$ cat src/rtl/grf_wb_arbiter.sv
// grf_wb_arbiter
//   Round-robin arbiter that shares the single GRF write port between NREQ
//   writeback sources. At most one request is granted per cycle. The granted
//   payload is registered into a one-entry output stage that drives the GRF
//   write port. The block also flags read-after-write hazards for both GRF
//   read ports against pending writes: those still being requested and the
//   one sitting in the output stage.
//
// Ports
//   clk, reset        clock (posedge) and asynchronous active-low reset
//   hold              freeze: no grants this cycle, rr pointer frozen
//   req_valid/ready   per-requester handshake (ready is a one-hot grant)
//   req_addr/data/pc  packed per-requester payloads, slice i at [i*W +: W]
//   grf_we/waddr/wdata/pc  registered GRF write port
//   rd_addr1/2        GRF read addresses to check for hazards
//   raw_hit1/2        pending write to the corresponding read address
module grf_wb_arbiter #(
   parameter int NREQ = 3,
   parameter int DW   = 32,
   parameter int AW   = 5
) (
   input  logic               clk,
   input  logic               reset,
   input  logic               hold,
   input  logic [NREQ-1:0]    req_valid,
   output logic [NREQ-1:0]    req_ready,
   input  logic [NREQ*AW-1:0] req_addr,
   input  logic [NREQ*DW-1:0] req_data,
   input  logic [NREQ*DW-1:0] req_pc,
   output logic               grf_we,
   output logic [AW-1:0]      grf_waddr,
   output logic [DW-1:0]      grf_wdata,
   output logic [DW-1:0]      grf_pc,
   input  logic [AW-1:0]      rd_addr1,
   input  logic [AW-1:0]      rd_addr2,
   output logic               raw_hit1,
   output logic               raw_hit2
);

   localparam int PW = (NREQ > 1) ? $clog2(NREQ) : 1;

   logic [PW-1:0]   rr_ptr;
   logic [NREQ-1:0] ge_mask;
   logic [NREQ-1:0] masked;
   logic [NREQ-1:0] first_masked;
   logic [NREQ-1:0] first_any;
   logic [NREQ-1:0] grant;
   logic [NREQ-1:0] hit1_vec;
   logic [NREQ-1:0] hit2_vec;
   logic            xfer;

   // Bit-transposed AND terms: row j holds bit j of every requester's
   // payload gated by its grant, so each selected bit is a plain OR-reduce.
   logic [AW-1:0][NREQ-1:0] addr_t;
   logic [DW-1:0][NREQ-1:0] data_t;
   logic [DW-1:0][NREQ-1:0] pc_t;
   logic [PW-1:0][NREQ-1:0] ptr_t;

   logic [AW-1:0] sel_addr;
   logic [DW-1:0] sel_data;
   logic [DW-1:0] sel_pc;
   logic [PW-1:0] next_ptr;

   // Requesters at or above rr_ptr get first pick; if none of them is valid
   // the search wraps around to the lowest valid index overall.
   assign ge_mask = ~((NREQ'(1) << rr_ptr) - NREQ'(1));
   assign masked  = req_valid & ge_mask;

   genvar gi, gj;
   generate
      for (gi = 0; gi < NREQ; gi++) begin : g_req
         assign first_masked[gi] = masked[gi]    & ~|(masked    & NREQ'((1 << gi) - 1));
         assign first_any[gi]    = req_valid[gi] & ~|(req_valid & NREQ'((1 << gi) - 1));

         assign hit1_vec[gi] = req_valid[gi] & (req_addr[gi*AW +: AW] == rd_addr1);
         assign hit2_vec[gi] = req_valid[gi] & (req_addr[gi*AW +: AW] == rd_addr2);

         for (gj = 0; gj < AW; gj++) begin : g_addr
            assign addr_t[gj][gi] = grant[gi] & req_addr[gi*AW + gj];
         end
         for (gj = 0; gj < DW; gj++) begin : g_data
            assign data_t[gj][gi] = grant[gi] & req_data[gi*DW + gj];
            assign pc_t[gj][gi]   = grant[gi] & req_pc[gi*DW + gj];
         end
         // Pointer value after serving index gi is (gi+1) mod NREQ.
         for (gj = 0; gj < PW; gj++) begin : g_ptr
            assign ptr_t[gj][gi] = grant[gi] & (((((gi + 1) % NREQ) >> gj) % 2) == 1);
         end
      end

      for (gj = 0; gj < AW; gj++) begin : g_sel_addr
         assign sel_addr[gj] = |addr_t[gj];
      end
      for (gj = 0; gj < DW; gj++) begin : g_sel_data
         assign sel_data[gj] = |data_t[gj];
         assign sel_pc[gj]   = |pc_t[gj];
      end
      for (gj = 0; gj < PW; gj++) begin : g_sel_ptr
         assign next_ptr[gj] = |ptr_t[gj];
      end
   endgenerate

   // Grant is suppressed during reset as well, so nothing is accepted that
   // the output stage would immediately throw away.
   assign grant     = (!reset || hold) ? '0 : ((|masked) ? first_masked : first_any);
   assign req_ready = grant;
   assign xfer      = |grant;

   // $0 never causes a hazard: it is never written.
   assign raw_hit1 = (rd_addr1 != '0) & ((grf_we & (grf_waddr == rd_addr1)) | (|hit1_vec));
   assign raw_hit2 = (rd_addr2 != '0) & ((grf_we & (grf_waddr == rd_addr2)) | (|hit2_vec));

   always_ff @(posedge clk or negedge reset) begin
      if (!reset) begin
         rr_ptr    <= '0;
         grf_we    <= 1'b0;
         grf_waddr <= '0;
         grf_wdata <= '0;
         grf_pc    <= '0;
      end else begin
         if (xfer) begin
            rr_ptr    <= next_ptr;
            grf_we    <= (sel_addr != '0);
            grf_waddr <= sel_addr;
            grf_wdata <= sel_data;
            grf_pc    <= sel_pc;
         end else begin
            grf_we    <= 1'b0;
         end
      end
   end

endmodule
$ cat config.mk
export PLATFORM = sky130hd
export DESIGN_NAME = grf_wb_arbiter
export DESIGN_NICKNAME = d
export VERILOG_FILES = /design/src/rtl/grf_wb_arbiter.sv
export SDC_FILE = /design/constraint.sdc
export NUM_CORES = 1
export LEC_CHECK = 0
export ABC_AREA = 1
export ABC_CLOCK_PERIOD_IN_PS = 2000
export CORE_MARGIN = 3
export CORE_UTILIZATION = 35
export CTS_CLUSTER_DIAMETER = 100
export DETAILED_ROUTE_END_ITERATION = 8
export HOLD_SLACK_MARGIN = 0.05
export PLACE_DENSITY = 0.78
export RECOVER_POWER = 50
export SYNTH_ARGS = -nofsm -noshare
export SYNTH_HDL_FRONTEND = slang
export SYNTH_SLANG_ARGS = --single-unit
$ cat constraint.sdc
create_clock -name clk -period 2 [get_ports clk]
set_clock_uncertainty 0.2 [all_clocks]
set_input_delay 0.3 -clock clk [delete_from_list [all_inputs] [get_ports clk]]
set_output_delay 0.3 -clock clk [all_outputs]
set_load 0.02 [all_outputs]
==> results.toml <==
[run_status]
outcome = "finished, final reports clean"

[synthesis]
synth_seq_cells = 72
synthCells = 612
synth_fp_nets = 835
syn_area_sq_um = 4554
synth_area_per_cell_sq_um = 7.442
yosys_warnings = 0
synth-seq-area-share_pct = 39.56
synth.distinct_cells = 26

[power_and_ir_drop]
power_density_nw_per_um2 = 1074
cellLeakagePower_nw = 3.719
vdd_drop_max_mv = 0.5758

[die]
core_sq_um = 12670
row_count = 41
chipHeight_microns = 120.1
start_util_pct = 35.94
pin_count = 298
die_w_microns = 120.1
die_area_sq_um = 14420

[finish]
multiInputGateArea_sq_um = 2347
final_cells = 1134
fillers = 1117
area_delta_synth_final_pct = 86.81
drive_gt1_share_pct = 14.35
register_area_sq_um = 1803
fin_area_sq_um = 8508
nets = 1180
num_antenna_cells = 0

[timing]
tightest_slew_ns = 1.041
maxSlewHeadroom_pct = 30.62
tns_ns = 0
setup_ws_ns = 0.004482
hold_slack_ns = 0.3263
fmax_mhz = 501.1
setup_viol = 0
min_period_ns = 1.996
drv_slew = 0
period_share_pct = 99.78
finalHoldViolCount = 0
grt_setup_unrepaired = "yes"

[detailed_routing]
drtIter0Drc = 551
dr_wl_met2_microns = 10640
wl_microns = 21070
avgRoutedWirePerCell_microns = 18.58
top_layer_used = "met4"
wl_met1_microns = 8161
avgViaCountPerCell = 5.263
dr_wl_met3_microns = 1783
vias = 5968
first_pass_iters = 5
drc = 0
ant_nets = 0

[clocking]
cts_root_buf = "clkbuf_16"
cts_buffers = 9
clk_pin_slew_worst_paths_ns = 0.06
tritoncts = "done"
cts_num_sinks = 72
clock_path_buffers = 2
clock_latency_ns = 0.34
htree_num_levels = 3

[place]
dp_cells = 1109
pre_cts_ws_ns = -0.6041
dpl.hpwl_microns = 14880
port_buffers = 297
placed_cell_area_sq_um = 8021
gp_congestion = 1.000

[min_path]
hold_class = "reg -> reg"

[setup_path]
crit_required_ns = 1.50
crit_arrival_ns = 1.50
crit_chain = "clkdlybuf4s50_1 -> inv_1 -> o22ai_1 -> nor2_1 -> nand3_1 -> nand2_1 -> nor2_1 -> nor2_1 -> buf_4"
crit_top_cell = "nor2_1"
crit_buf_inv = 3
cp_slowest_cell = "clkdlybuf4s50_1"
critical_path.top_delay_family = "buffers and inverters"
cp-end-kind = "output port"
crit_type = "in -> out"
cp-start-kind = "input port"
crit_fanout = 4
slowest_delay_ns = 0.48

[run]
drv_cap = 0

[global_routing]
grt_pass1_vias = 5712
grt_usage_pct = 26.79
overflow = 0
grt_max_degree = 73
grt_pass1_wl_microns = 30560
grt_antenna_before_repair = 0
metal layers:
layer | GRT usage, % | up-vias
li1 | - | 2840
met4 | 9.162 | 0
met2 | 45.70 | 308
met1 | 32.09 | 2775
met3 | 8.058 | 45
met5 | 0 | -
metrics by stage:
stage	total power [mW]	util (%)
2_1_floorplan	4.826	-
3_3_place_gp	7.485	63.31
3_5_place_dp	7.531	63.31
4_1_cts	9.140	65.47
5_1_grt	9.670	67.15
6_report	9.138	67.15
layout make-up:
type,instances,share of cell area [%]
well taps,172,2.529
clock inverters,4,0.3235
clock buffers,12,3.015
multi-input cells,464,27.59
inverters,33,1.456
flip-flops and latches,72,21.19
repair buffers,377,43.90
power by group:
group	switching (mW)	internal, mW
logic	2.57	2.43
registers	0.427	2.15
clock network	0.645	0.910
total	3.64	5.49
sequential cells by signal, summed over array words and instances (netlist names):
name,cells
grf_pc,32
grf_waddr,5
grf_wdata,32
grf_we,1
rr_ptr,2
worst min-delay path, cell delays in order, from the launching register on:
cell and delay [ns]:
dfrtp_1 0.33, nand4_1 0.09, nand4_1 0.07
synthesized netlist by cell type, drive strengths merged:
library cell	number	area (sq um)
nor2	22	100.1
nand3	25	135.1
xor2	5	43.79
xnor2	2	17.52
a21oi	14	81.33
dfrtp	72	1802
o21bai	4	30.03
clkbuf	7	26.28
nand2	225	859.6
inv	33	123.9
a21boi	1	7.510
o22ai	17	106.4
nor3	2	10.01
nand4	135	850.8
o21ai	12	60.06
buf	36	300.3
cells in the final DEF, fill, tap and decap left out, types with 2 or more instances in the layout:
cell type,n
xor2_1,5
nand4_1,134
clkbuf_8,2
clkdlybuf4s50_1,229
a21oi_1,12
dfrtp_1,71
o21ai_1,2
nand2_1,217
nor2_4,3
o22ai_1,14
nand2_2,7
buf_16,4
clkinv_2,2
nor2_1,18
inv_2,16
clkbuf_16,14
buf_6,8
o21ai_0,10
buf_12,2
xnor2_1,2
clkbuf_1,3
inv_1,17
nand3_2,3
o21bai_1,4
dlygate4sd2_1,27
clkbuf_4,2
nor3_1,2
nand3_1,22
buf_4,63
o22ai_2,3
dlygate4sd3_1,34
kinds of logic after synthesis:
family / after synthesis / share of synthesized area [%]
flip-flops: 72 / 39.56
AO/OA/AOI/OAI: 48 / 6.264
AND/OR/NAND/NOR: 409 / 42.94
buffers and inverters: 76 / 9.891
XOR/XNOR: 7 / 1.346
repair_timing:
action | CTS | global route
hold buffers | 1 | 0
resized for setup | 66 | 23
cloned | 0 | 5
buffers inserted | 1 | 2
hold endpoints to repair | 13 | 0
pin swaps | 3 | 6
endpoints found under the setup margin | 73 | 47
worst paths after layout:
kind | depth (start not counted) | startpoint | end | slack, ns
worst max-delay path | 9 | req_addr[4] | raw_hit1 | 0.004
worst min-delay path | 2 | grf_wdata[20] | grf_wdata[20] | 0.33
worst max register to register | 10 | rr_ptr[1] | grf_wdata[17] | 0.11
worst min register to register | 2 | grf_wdata[20] | grf_wdata[20] | 0.33
max in group asynchronous | 3 | reset | rr_ptr[1] | 0.25
min in group asynchronous | 3 | reset | grf_pc[10] | 0.65
Power figures use the tool's default switching activity.
